<file path="src/rtl/fir_output_decimator.sv">
// Output stage of the direct-form FIR: decimates, rounds and saturates each kept
// accumulator result to OUT_WIDTH bits, then queues it in a FWFT FIFO for the consumer.
module fir_output_decimator #(
    parameter int IN_WIDTH     = 32,
    parameter int OUT_WIDTH    = 16,
    parameter int SHIFT        = 15,
    parameter int DECIM_FACTOR = 4,
    parameter int FIFO_DEPTH   = 8
) (
    input  logic                          i_clk,
    input  logic                          i_reset,
    input  logic                          i_sample_valid,
    input  logic [IN_WIDTH-1:0]           i_fir_data,
    input  logic                          i_clear_flags,
    output logic [OUT_WIDTH-1:0]          o_data,
    output logic                          o_valid,
    input  logic                          i_ready,
    output logic [$clog2(FIFO_DEPTH):0]   o_level,
    output logic                          o_sat,
    output logic                          o_drop
);

    localparam int PW = (DECIM_FACTOR > 1) ? $clog2(DECIM_FACTOR) : 1;
    localparam int AW = $clog2(FIFO_DEPTH);
    localparam int EW = IN_WIDTH + 1;

    localparam logic [PW-1:0]        PHASE_LAST = PW'(DECIM_FACTOR - 1);
    localparam logic [EW-1:0]        ROUND_ADD  = EW'(1) << (SHIFT - 1);
    localparam logic signed [EW-1:0] R_MAX      = {{(EW-OUT_WIDTH+1){1'b0}}, {(OUT_WIDTH-1){1'b1}}};
    localparam logic signed [EW-1:0] R_MIN      = {{(EW-OUT_WIDTH+1){1'b1}}, {(OUT_WIDTH-1){1'b0}}};
    localparam logic [OUT_WIDTH-1:0] O_MAX      = {1'b0, {(OUT_WIDTH-1){1'b1}}};
    localparam logic [OUT_WIDTH-1:0] O_MIN      = {1'b1, {(OUT_WIDTH-1){1'b0}}};
    localparam logic [AW:0]          DEPTH_L    = (AW+1)'(FIFO_DEPTH);

    logic [PW-1:0]          phase;
    logic                   keep;
    logic signed [EW-1:0]   t_sum;
    logic signed [EW-1:0]   r_shift;
    logic [OUT_WIDTH-1:0]   rs_val;
    logic                   rs_sat;
    logic                   s1_valid;
    logic [OUT_WIDTH-1:0]   s1_data;
    logic [OUT_WIDTH-1:0]   mem [FIFO_DEPTH];
    logic [AW:0]            wr_ptr;
    logic [AW:0]            rd_ptr;
    logic [AW:0]            level;
    logic                   empty;
    logic                   full;
    logic                   pop;
    logic                   push;
    logic                   drop_evt;

    assign keep = i_sample_valid && (phase == '0);

    always_ff @(posedge i_clk) begin
        if (!i_reset) begin
            phase <= '0;
        end else if (i_sample_valid) begin
            phase <= (phase == PHASE_LAST) ? '0 : phase + 1'b1;
        end
    end

    // One guard bit above the input keeps the half-LSB rounding add from wrapping.
    assign t_sum   = $signed({i_fir_data[IN_WIDTH-1], i_fir_data}) + $signed(ROUND_ADD);
    assign r_shift = t_sum >>> SHIFT;

    always_comb begin
        rs_val = r_shift[OUT_WIDTH-1:0];
        rs_sat = 1'b0;
        if (r_shift > R_MAX) begin
            rs_val = O_MAX;
            rs_sat = 1'b1;
        end else if (r_shift < R_MIN) begin
            rs_val = O_MIN;
            rs_sat = 1'b1;
        end
    end

    always_ff @(posedge i_clk) begin
        if (!i_reset) begin
            s1_valid <= 1'b0;
            s1_data  <= '0;
        end else begin
            s1_valid <= keep;
            if (keep) begin
                s1_data <= rs_val;
            end
        end
    end

    assign empty    = (level == '0);
    assign full     = (level == DEPTH_L);
    assign pop      = !empty && i_ready;
    // A pop in the same cycle frees the slot, so a push into a full FIFO still lands.
    assign push     = s1_valid && (!full || pop);
    assign drop_evt = s1_valid && full && !pop;

    always_ff @(posedge i_clk) begin
        if (push) begin
            mem[wr_ptr[AW-1:0]] <= s1_data;
        end
    end

    always_ff @(posedge i_clk) begin
        if (!i_reset) begin
            wr_ptr <= '0;
            rd_ptr <= '0;
            level  <= '0;
        end else begin
            if (push) begin
                wr_ptr <= wr_ptr + 1'b1;
            end
            if (pop) begin
                rd_ptr <= rd_ptr + 1'b1;
            end
            case ({push, pop})
                2'b10:   level <= level + 1'b1;
                2'b01:   level <= level - 1'b1;
                default: level <= level;
            endcase
        end
    end

    always_ff @(posedge i_clk) begin
        if (!i_reset) begin
            o_sat  <= 1'b0;
            o_drop <= 1'b0;
        end else begin
            if (keep && rs_sat) begin
                o_sat <= 1'b1;
            end else if (i_clear_flags) begin
                o_sat <= 1'b0;
            end
            if (drop_evt) begin
                o_drop <= 1'b1;
            end else if (i_clear_flags) begin
                o_drop <= 1'b0;
            end
        end
    end

    assign o_valid = !empty;
    assign o_data  = empty ? '0 : mem[rd_ptr[AW-1:0]];
    assign o_level = level;

endmodule

</file>
<file path="config.mk">
export PLATFORM = sky130hd
export DESIGN_NAME = fir_output_decimator
export DESIGN_NICKNAME = d
export VERILOG_FILES = /design/src/rtl/fir_output_decimator.sv
export SDC_FILE = /design/constraint.sdc
export NUM_CORES = 1
export LEC_CHECK = 0
export CORE_UTILIZATION = 55
export DETAILED_ROUTE_END_ITERATION = 10
export PLACE_DENSITY = 0.77
export SYNTH_ARGS = -nofsm -noshare
export SYNTH_HDL_FRONTEND = slang
export SYNTH_SLANG_ARGS = --single-unit
</file>
<file path="constraint.sdc">
create_clock -name i_clk -period 7.19 [get_ports i_clk]
set_input_delay 0.719 -clock i_clk [delete_from_list [all_inputs] [get_ports i_clk]]
set_output_delay 0.719 -clock i_clk [all_outputs]
set_load 0.02 [all_outputs]
</file>
# Yosys cells after proc, flatten, opt, wreduce, memory -nomap -nowiden
# Memories as Yosys holds them, arrays and structs flattened. A register that Yosys moved wholly into a read port is not among the register bits.
# Index checks and enable logic that the tools add are counted.
[totals]
reg_bits = 33
mem_bits_rw = 128
inputBits = 37
out_inout_bits = 23
wordCells = 50
memories = 1
[mem_list]
columns = ["name", "words", "word_bits", "read_ports", "rd_clocked_by_memory_dff", "write_ports", "line_no", "text"]
rows = [
  ["mem", 8, 16, 1, 1, 1, "43", "logic [OUT_WIDTH-1:0] mem [FIFO_DEPTH];"],
]
[classes]
add_sub_neg = 6
magnitude_cmp = 2
n_eq_ne = 4
mux = 14
reduce_logical = 15
[op_table]
columns = ["cell", "n"]
rows = [
  ["2-to-1 mux 16 bit", 3],
  ["adder 32 x 16 -> 33 bit, second input constant", 1],
  ["greater-than comparator 18 x 16 -> 1 bit, second input constant", 1],
  ["less-than comparator 18 x 16 -> 1 bit, second input constant", 1],
  ["adder 4 x 1 -> 4 bit, second input constant", 3],
  ["case mux 4 bit (2 select lines)", 1],
  ["2-to-1 mux 1 bit", 7],
  ["logical AND 1 bit", 6],
  ["2-to-1 mux 3 bit", 2],
  ["nonzero test 2 bit", 3],
  ["equality test 2 bit, second input constant", 2],
  ["equality test 4 bit, second input constant", 1],
  ["logical NOT 4 bit", 1],
  ["subtractor 4 x 1 -> 4 bit, second input constant", 1],
  ["logical NOT 1 bit", 3],
  ["adder 2 x 1 -> 2 bit, second input constant", 1],
  ["equality test 2 x 1 -> 1 bit, second input constant", 1],
  ["logical NOT 2 bit", 1],
  ["2-to-1 mux 2 bit", 1],
  ["logical OR 1 bit", 1],
]

# Longest topological paths before layout
# Gate-level depths: netlist of run 1.
[depth]
ltp_word = 7
depth_mapped = 10
mapped_depth_nobuf = 10

# Worst setup path before layout of run 1
# No wires, ideal clock.
[synth_path]
kind = "input -> register"
start = "in i_ready"
end = "mem mem[0][0], enable pin"
setup_ps = 409
arrival_ps = 2398
required_time_ps = 6781
slack_ps = 4383
path_stages = 4
n_path_buf = 0
cell_sequence = "inv_1 a31oi_1 nand2b_1 nor3_1"
[synth_via]
elab_chain_cells = 5
[synth_rtl]
columns = ["item", "line_no", "text"]
rows = [
  ["start: declaration", "17", "input logic i_ready,"],
  ["logical AND 1 bit", "93", "assign pop = !empty && i_ready;"],
  ["logical OR 1 bit", "95", "assign push = s1_valid && (!full || pop);"],
  ["logical AND 1 bit", "95", ""],
  ["2-to-1 mux 1 bit", "99", "if (push) begin"],
  ["2-to-1 mux 1 bit (not written as such)", "100", "mem[wr_ptr[AW-1:0]] <= s1_data;"],
  ["end: declaration", "43", ""],
]
# Every way passes these cells.

==> results of run 1 <==
registers in the layout, summed over array words and instances, names as in the netlist, named ones only:
signal    cells
s1_data      16
rd_ptr        3
o_level       4
mem         128
o_sat         1
o_drop        1
phase         2
wr_ptr        3
s1_valid      1
path summary, 6_finish.rpt:
path,slack [ps],startpoint,end
setup / recovery,3780,register,o_data[14]
hold / removal,490,o_drop,o_drop
setup reg to reg,4550,o_level[3],o_level[3]
hold reg to reg,490,o_drop,o_drop
cell usage in the layout (no fill, tap or decap), drive strengths merged, types with 18 or more instances in the layout:
cell type	synthesis	routed
a21oi	25	25
clkdlybuf4s50	0	45
dfxtp	34	34
edfxtp	128	128
inv	11	19
mux2i	18	18
mux4	32	32
nand2	19	19
nor2	41	41
o21ai	29	29
cells by family after synthesis:
kind of cell / count (synthesis) / synth area share (%)
DFF: 162 / 67.8
and+or+nand+nor: 96 / 6.94
AOI/OAI and AO/OA: 68 / 5.72
muxes: 50 / 13.5
buffers and inverters: 29 / 2.04
xor gates and xnor gates: 17 / 2.23
adders and majority gates: 9 / 1.80
per-layer routing:
layer  routed length (µm)  track usage (%)
met2                 6410             38.3
met3                  770             5.02
met1                 4870             25.2
met4                  286             10.1
met5                    0                0
power groups by stage:
stage	Combinational (mW)	Sequential, mW	Clock, mW
floorplan	0.414	1.11	0
finish	0.627	1.11	0.931
detailed placement	0.635	1.13	0
global route	0.684	1.12	0.974
CTS	0.639	1.11	0.939
global placement	0.623	1.13	0
metrics by stage:
stage / util, % / power (mW) / hold slack [ps] / std cells
global route: 68.0 / 2.78 / 530 / 637
floorplan: - / 1.53 / 462 / 431
global placement: 62.7 / 1.75 / 471 / 605
detailed placement: 62.7 / 1.77 / 488 / 605
CTS: 68.0 / 2.69 / 498 / 637
finish: 68.0 / 2.67 / 487 / 637
worst max-delay path: cells and delay by family (launching register included):
kind	cells	cell delay (ps)
buffers and inverters	2	1050
muxes	2	800
DFF	1	310
and+or+nand+nor	1	90
cell type report:
cell class                 count  area (µm²)
fill                         770        3710
timing repair buffer          48         473
sequential                   162        4530
tap                          143         179
clock inverter                15         191
clock buffer                  17         425
inverter                      12        45.0
multi-input combinational    240        2060
==> flow_summary_export.csv, run 1 <==
group,metric,value,unit
outcome,run_status,"complete, but fails checks",
outcome,violations,"DRC",
power_and_ir_drop,clock_power_share,34.9,%
cts,insertion_delay,420,ps
routing,ant_nets,0,
cts,clk_path_buf_depth,2,
routing,drcViolationCount,5,
sta,fin_setup_tns,0,ps
flow_run,cap_violations,0,
power_and_ir_drop,p_sw,0.745,mW
routing,dr.pass1.iters,9,
routing,routed_wl,12300,µm
place,globalplace.congestion,0.803,
finish,final_nets,527,
setup_path,path_cells,"buf_4 -> mux4_2 -> mux2i_1 -> nor2_1 -> clkdlybuf4s50_1",
synthesis,async_flop_share,0,%
cts,hold_buffers,0,
finish,area_growth,18.4,%
synthesis,synth_cell_types,42,
synthesis,ys.flop_type,"edfxtp_1",
floorplanning,start_util,57.5,%
synthesis,synth_area,0.00668,mm²
power_and_ir_drop,combPwrFrac,23.5,%
sta,finalMaxSlewViolations,0,
global_route,grt_usage,21.7,%
place,placement.io_buffers,45,
sta,setup_viol,0,
cts,clkTransAtPathRegs,60,ps
routing,avgViaCountPerCell,5.83,
synthesis,synth_top_area_share,57.6,%
synthesis,synth_warnings,0,
cts,ctsResizeCount,0,
global_route,grt_pass1_vias,3909,
sta,tightest_slew,1130,ps
floorplanning,std_cell_rows,39,
setup_path,critPathKind,"register to output pin",
synthesis,synth_area_leaders,"edfxtp_1 (58%), mux4_2 (11%), dfxtp_1 (10%)",
worst_hold_path,min_path_cells,2,
global_route,overflow,0,
synthesis,synth_top_cell_by_area,"edfxtp_1",
finish,fin_area,0.00790,mm²
synthesis,ys_seq_area_share,67.8,%
global_route,grt_first_pass_wirelength,19800,µm
floorplanning,pin_count,60,
global_route,grt_max_degree,33,
sta,period_share,47.5,%
routing,vias,3714,
floorplanning,die_h,112,µm
power_and_ir_drop,internal-power,1.92,mW
sta,fmax,293,MHz
cts,cts.sinks,162,
setup_path,crit_path_end_kind,"output pin",
place,pre_cts_slack,3880,ps
floorplanning,die_x,112,µm
routing,drtIter0Drc,223,
synthesis,synth_most_common_cell,"edfxtp_1",
setup_path,cp_data_arrival_time,2700,ps
synthesis,ys_ff_latch,162,
sta,setup_ws,3780,ps
floorplanning,coreArea,0.0116,mm²
sta,rsz0062_at_grt,"no",
sta,finClkSkew,7.39,ps
setup_path,path_max_fanout,32,
setup_path,cpPeakStageDelay,630,ps
sta,slew-limit-headroom,24.5,%
power_and_ir_drop,p_seq_share,41.6,%
synthesis,synth_nets,477,
cts,tritoncts,"yes",
power_and_ir_drop,p_per_area,338,mW/mm²
setup_path,rr_worst_depth,10,
routing,wl_per_cell,19.4,µm
floorplanning,die_area,0.0126,mm²
cts,post-cts-setup-buffer-count,0,
synthesis,netlist_instances,431,
power_and_ir_drop,p_leak,2.56,nW
finish,drive_gt1_share,16.6,%
synthesis,synth_common_cells,"edfxtp_1 (128), nor2_1 (41), dfxtp_1 (34)",
cts,cts_buffers,17,
cts,cts_root_buf,"clkbuf_16",
worst_hold_path,hp-class,"register to register",
power_and_ir_drop,peakVddDrop,0.210,mV
setup_path,critPathSlowestCell,"mux4_2",
place,place_area,0.00728,mm²
setup_path,critPathLaunchType,"register",
sta,finalWorstPathRequiredPeriod,3410,ps
sta,finalHoldViolCount,0,
place,dpl.hpwl,7430,µm
global_route,antenna_found_initial,0,
synthesis,syn_avg_cell_area,15.5,µm²
cts,cts_htree_levels,4,
synthesis,synth-edff-count,128,
setup_path,cp.required,6470,ps
power_and_ir_drop,switching_share,27.9,%
finish,antennaDiodeCount,0,
Power figures use the tool's default switching activity.
==> inputs of run 2 (changes only) <==
--- a/config.mk
+++ b/config.mk
@@ -5,9 +5,9 @@
 export SDC_FILE = /design/constraint.sdc
 export NUM_CORES = 1
 export LEC_CHECK = 0
-export CORE_UTILIZATION = 55
+export CORE_UTILIZATION = 52
 export DETAILED_ROUTE_END_ITERATION = 10
-export PLACE_DENSITY = 0.77
+export PLACE_DENSITY = 0.76
 export SYNTH_ARGS = -nofsm -noshare
 export SYNTH_HDL_FRONTEND = slang
 export SYNTH_SLANG_ARGS = --single-unit
==> constraint.sdc (replaced) <==
create_clock -name i_clk -period 3 [get_ports i_clk]
set_input_delay 0.3 -clock i_clk [delete_from_list [all_inputs] [get_ports i_clk]]
set_output_delay 0.3 -clock i_clk [all_outputs]
set_load 0.02 [all_outputs]
==> flow_summary_export.csv, run 2 (synthesized netlist as in run 1, its figures left out) <==
group,metric,value,unit
cts,post-cts-setup-buffer-count,0,
setup_path,path_max_fanout,32,
place,globalplace.congestion,0.875,
outcome,run_status,"complete, no violations",
setup_path,r2r_start,"o_level[0]",
sta,whs,483,ps
sta,rsz0062_at_grt,"no",
global_route,grtUsageMet1,27.4,%
setup_path,critPathLaunchType,"register",
cts,cts_buffers,17,
routing,routed_wl,12700,µm
routing,vias,3842,
routing,drcViolationCount,0,
setup_path,path_cells,"buf_12 -> mux4_2 -> mux2i_1 -> nor2_1 -> clkdlybuf4s50_1",
sta,setup_ws,315,ps
setup_path,critPathSlowestCell,"mux4_2",
finish,multi_input_area,0.00203,mm²
power_and_ir_drop,p_leak,2.63,nW
sta,fin_setup_tns,0,ps
cts,cts_htree_levels,4,
sta,setup_viol,0,
sta,finalWorstPathRequiredPeriod,2680,ps
routing,wl_per_cell,18.8,µm
floorplanning,std_cell_rows,41,
floorplanning,die_area,0.0133,mm²
setup_path,rrSetupSlack,600,ps
routing,dr.pass1.iters,7,
place,dpl.cell_count,647,
global_route,gr-usage-met3,5.11,%
sta,finalHoldViolCount,0,
finish,drive_gt1_share,17.0,%
cts,insertion_delay,420,ps
sta,finalMaxSlewViolations,0,
routing,ant_nets,0,
global_route,overflow,0,
sta,period_share,89.5,%
finish,final_util,63.7,%
cts,ctsResizeCount,0,
flow_run,cap_violations,0,
global_route,gr-max-usage-layer,"met2",
finish,final_cell_mix,"edfxtp_1 (128), clkdlybuf4s50_1 (45), nor2_1 (41)",
setup_path,cpPeakStageDelay,550,ps
setup_path,crit_path_end_kind,"output pin",
finish,final_common_cell,"edfxtp_1",
finish,n_fill_cell,887,
finish,instances_no_fill,679,
global_route,grt_pass1_vias,3772,
routing,avgViaCountPerCell,5.66,
sta,slew-limit-headroom,63.7,%
cts,cts.sinks,162,
place,dpl.hpwl,7700,µm
sta,tightest_slew,543,ps
worst_hold_path,worstHoldStart,"o_drop",
cts,clk_path_buf_depth,2,
worst_hold_path,hp-class,"register to register",
finish,fin_area,0.00800,mm²
global_route,grt_max_degree,33,
floorplanning,die_x,115,µm
place,placement.io_buffers,45,
power_and_ir_drop,p_per_area,779,mW/mm²
setup_path,cp.required,2700,ps
floorplanning,pin_count,60,
finish,area_growth,19.9,%
power_and_ir_drop,p_total,6.24,mW
power_and_ir_drop,peakVddDrop,0.413,mV
setup_path,critPathKind,"register to output pin",
cts,clkTransAtPathRegs,60,ps
cts,cts_root_buf,"clkbuf_16",
place,place_area,0.00743,mm²
global_route,grt_first_pass_wirelength,19800,µm
finish,largest_reg_flops,128,
setup_path,cp_data_arrival_time,2380,ps
floorplanning,start_util,53.1,%
floorplanning,coreArea,0.0126,mm²
finish,register_area,0.00453,mm²
place,pre_cts_slack,377,ps
finish,final_nets,540,
cts,tritoncts,"yes",
global_route,grt_usage,20.8,%
finish,antennaDiodeCount,0,
cts,hold_buffers,0,
routing,drtIter0Drc,219,
global_route,antenna_found_initial,0,
global_route,use_met2,33.3,%
sta,finClkSkew,9.75,ps
floorplanning,die_h,115,µm
sta,fmax,372,MHz
## run 2: cell types whose count changed in the layout (fill, tap and decap cells not counted), moves of 2 or more
| cell | before | now |
|---|---|---|
| inv_6 | 7 | 1 |
| nor2_1 | 35 | 41 |
| nor2_2 | 6 | 0 |
| nor3_2 | 0 | 2 |
| clkbuf_16 | 17 | 19 |
| clkbuf_1 | 0 | 2 |
| bufinv_16 | 3 | 0 |
| buf_12 | 0 | 3 |
| inv_4 | 0 | 3 |
| clkbuf_8 | 0 | 2 |
| nor3_4 | 2 | 0 |
| buf_4 | 3 | 13 |
## run 2: final timing paths
path,depth (start not counted),to
worst min register to register,2,o_drop
worst min-delay path,2,o_drop
worst max-delay path,5,o_data[14]
worst max register to register,10,o_level[3]
## run 2: where the power goes
| part | switching, mW | internal, mW | total [mW] |
|---|---|---|---|
| Combinational | 0.764 | 0.769 | 1.53 |
| Clock | 0.849 | 1.21 | 2.06 |
| Sequential | 0.112 | 2.54 | 2.65 |
## run 2: final cells by class
cell class                 count  area share [%]
sequential                   162            56.6
timing repair buffer          61            7.60
tap                          172            2.69
inverter                      12           0.563
multi-input combinational    240            25.4
clock inverter                 9           0.813
clock buffer                  23            6.38
## run 2: per-layer routing
| metal | up-vias | routed length, µm |
|---|---|---|
| met5 | - | 0 |
| met4 | 0 | 262 |
| met3 | 20 | 766 |
| met2 | 130 | 6320 |
| met1 | 1901 | 5390 |
| li1 | 1791 | - |
## run 2: critical path, delay by kind of cell, from the launching register on
kind / cells / cell delay (ps)
buffers and inverters: 2 / 810
flip-flops: 1 / 340
multiplexers: 2 / 750
AND/OR/NAND/NOR: 1 / 60
==> inputs of run 3 (changes only) <==
--- a/config.mk
+++ b/config.mk
@@ -6,6 +6,7 @@
 export NUM_CORES = 1
 export LEC_CHECK = 0
 export CORE_UTILIZATION = 52
+export CTS_CLUSTER_SIZE = 10
 export DETAILED_ROUTE_END_ITERATION = 10
 export PLACE_DENSITY = 0.76
 export SYNTH_ARGS = -nofsm -noshare
==> results of run 3 <==
Final layout, timing and power as in run 2 (identical DEF).
==> RTL change (flow settings as in run 3) <==
`SHIFT`: 15 -> 7.
--- a/src/rtl/fir_output_decimator.sv
+++ b/src/rtl/fir_output_decimator.sv
@@ -4,5 +4,5 @@
     parameter int IN_WIDTH     = 32,
     parameter int OUT_WIDTH    = 16,
-    parameter int SHIFT        = 15,
+    parameter int SHIFT        = 7,
     parameter int DECIM_FACTOR = 4,
     parameter int FIFO_DEPTH   = 8
Behaviour: not the same (a bounded check fails within 4 cycles, from zero or initial values and one cycle with i_reset low).
==> RTL change against run 3 <==
Clock skew fell by 0.0027 ns; synthesized area rose by 4.9%; worst setup slack got worse by 0.044 ns; hold slack improved by 0.013 ns; cell area rose by 5.7%; sequential share of layout area fell by 3.0 points; power fell by 0.14%; sequential cell count did not move; fmax fell by 1.6%; wire length rose by 7.3%; largest cell class unchanged; highest routed layer unchanged.
==> RTL change: results <==
set metrics [dict create \
    worstSetupEndpoint "o_data[13]" \
    yosysSeqAreaShare_pct 64.6 \
    final-nonclk-buf-share_pct 8.52 \
    stdcell_count 721 \
    multi_input_area_share_pct 28.0 \
    drt_first_iter_violations 328 \
    synthAdderAreaFrac_pct 1.72 \
    core_area_mm2 0.0132 \
    switching_share_pct 28.4 \
    setup_violations 0 \
    ys_seq_elements 162 \
    nets 578 \
    synth_compound_area_share_pct 5.50 \
    port_buffers 53 \
    multi_input_gates 263 \
    ys_types 55 \
    grt_usage_pct 21.1 \
    final.setup.tns_ns 0 \
    r2r_start "o_level[0]" \
    seq_area_share_pct 53.5 \
    final_core_util_pct 64.1 \
    hpwlAfterDp_mm 8.43 \
    inv_count 13 \
    hold_start "o_sat" \
    ff2ff_path_depth 11 \
    placed_area_mm2 0.00788 \
    place_congestion 0.883 \
    fillerInstances 936 \
    ys_top_cells_by_count "edfxtp_1 (128), nor2_1 (41), dfxtp_1 (34), mux4_2 (32), mux2i_1 (20)" \
    largest_register_ffs 128 \
    wl_per_cell_um 19.0 \
    clockNetworkAreaShare_pct 6.79 \
    period_minus_slack_ns 2.73 \
    buffers 75 \
    r2r_slack_ns 0.55 \
    syn_nets 503 \
    drive_gt1_share_pct 19.1 \
    hold-worst-slack_ns 0.495 \
    dp_cells 689 \
    ir_worst_vdd_uv 429 \
    p_clk_share_pct 33.2 \
    cp_slowest_cell "mux4_2" \
    grt_pass1_wl_mm 21.6 \
    syn_inst 457 \
    status "finished, final reports clean" \
    yosys-top-cells-area "edfxtp_1 (55%), mux4_2 (10%), dfxtp_1 (9.7%)" \
    tightest_slew_ns 0.472 \
    clock-skew-final_ns 0.00705 \
    clock_buffer_count 17 \
    hold_end "o_sat" \
    power_mw 6.23 \
    power_leakage_nw 2.77 \
    crit_arrival_ns 2.43 \
]
[RTL change: changes by cell type in the layout (fill, tap and decap cells not counted), sizes merged, moves of 8 or more]
cell and change:
a21oi -23, nand3 +8, and2 +13, o21ai -20, a311oi +11, clkdlybuf4s50 +8
[RTL change: routing by layer]
| metal | share of wire (%) | vias up | global-route usage [%] |
|---|---|---|---|
| li1 | - | 1938 | - |
| met1 | 41 | 2096 | 25.0 |
| met2 | 54 | 117 | 37.5 |
| met3 | 3.5 | 20 | 4.31 |
| met4 | 1.6 | 0 | 8.41 |
| met5 | 0 | - | 0 |
[RTL change: worst reg2reg max path: stages, from the launching register on]
cell and delay [ns]:
dfxtp_1 0.47, nor3_1 0.10, nand3b_1 0.11, and2_1 0.21, inv_1 0.10, ha_1 0.23
ha_1 0.28, a21o_1 0.18, a21oi_1 0.16, xnor2_1 0.09, or3_1 0.29, a21boi_0 0.15
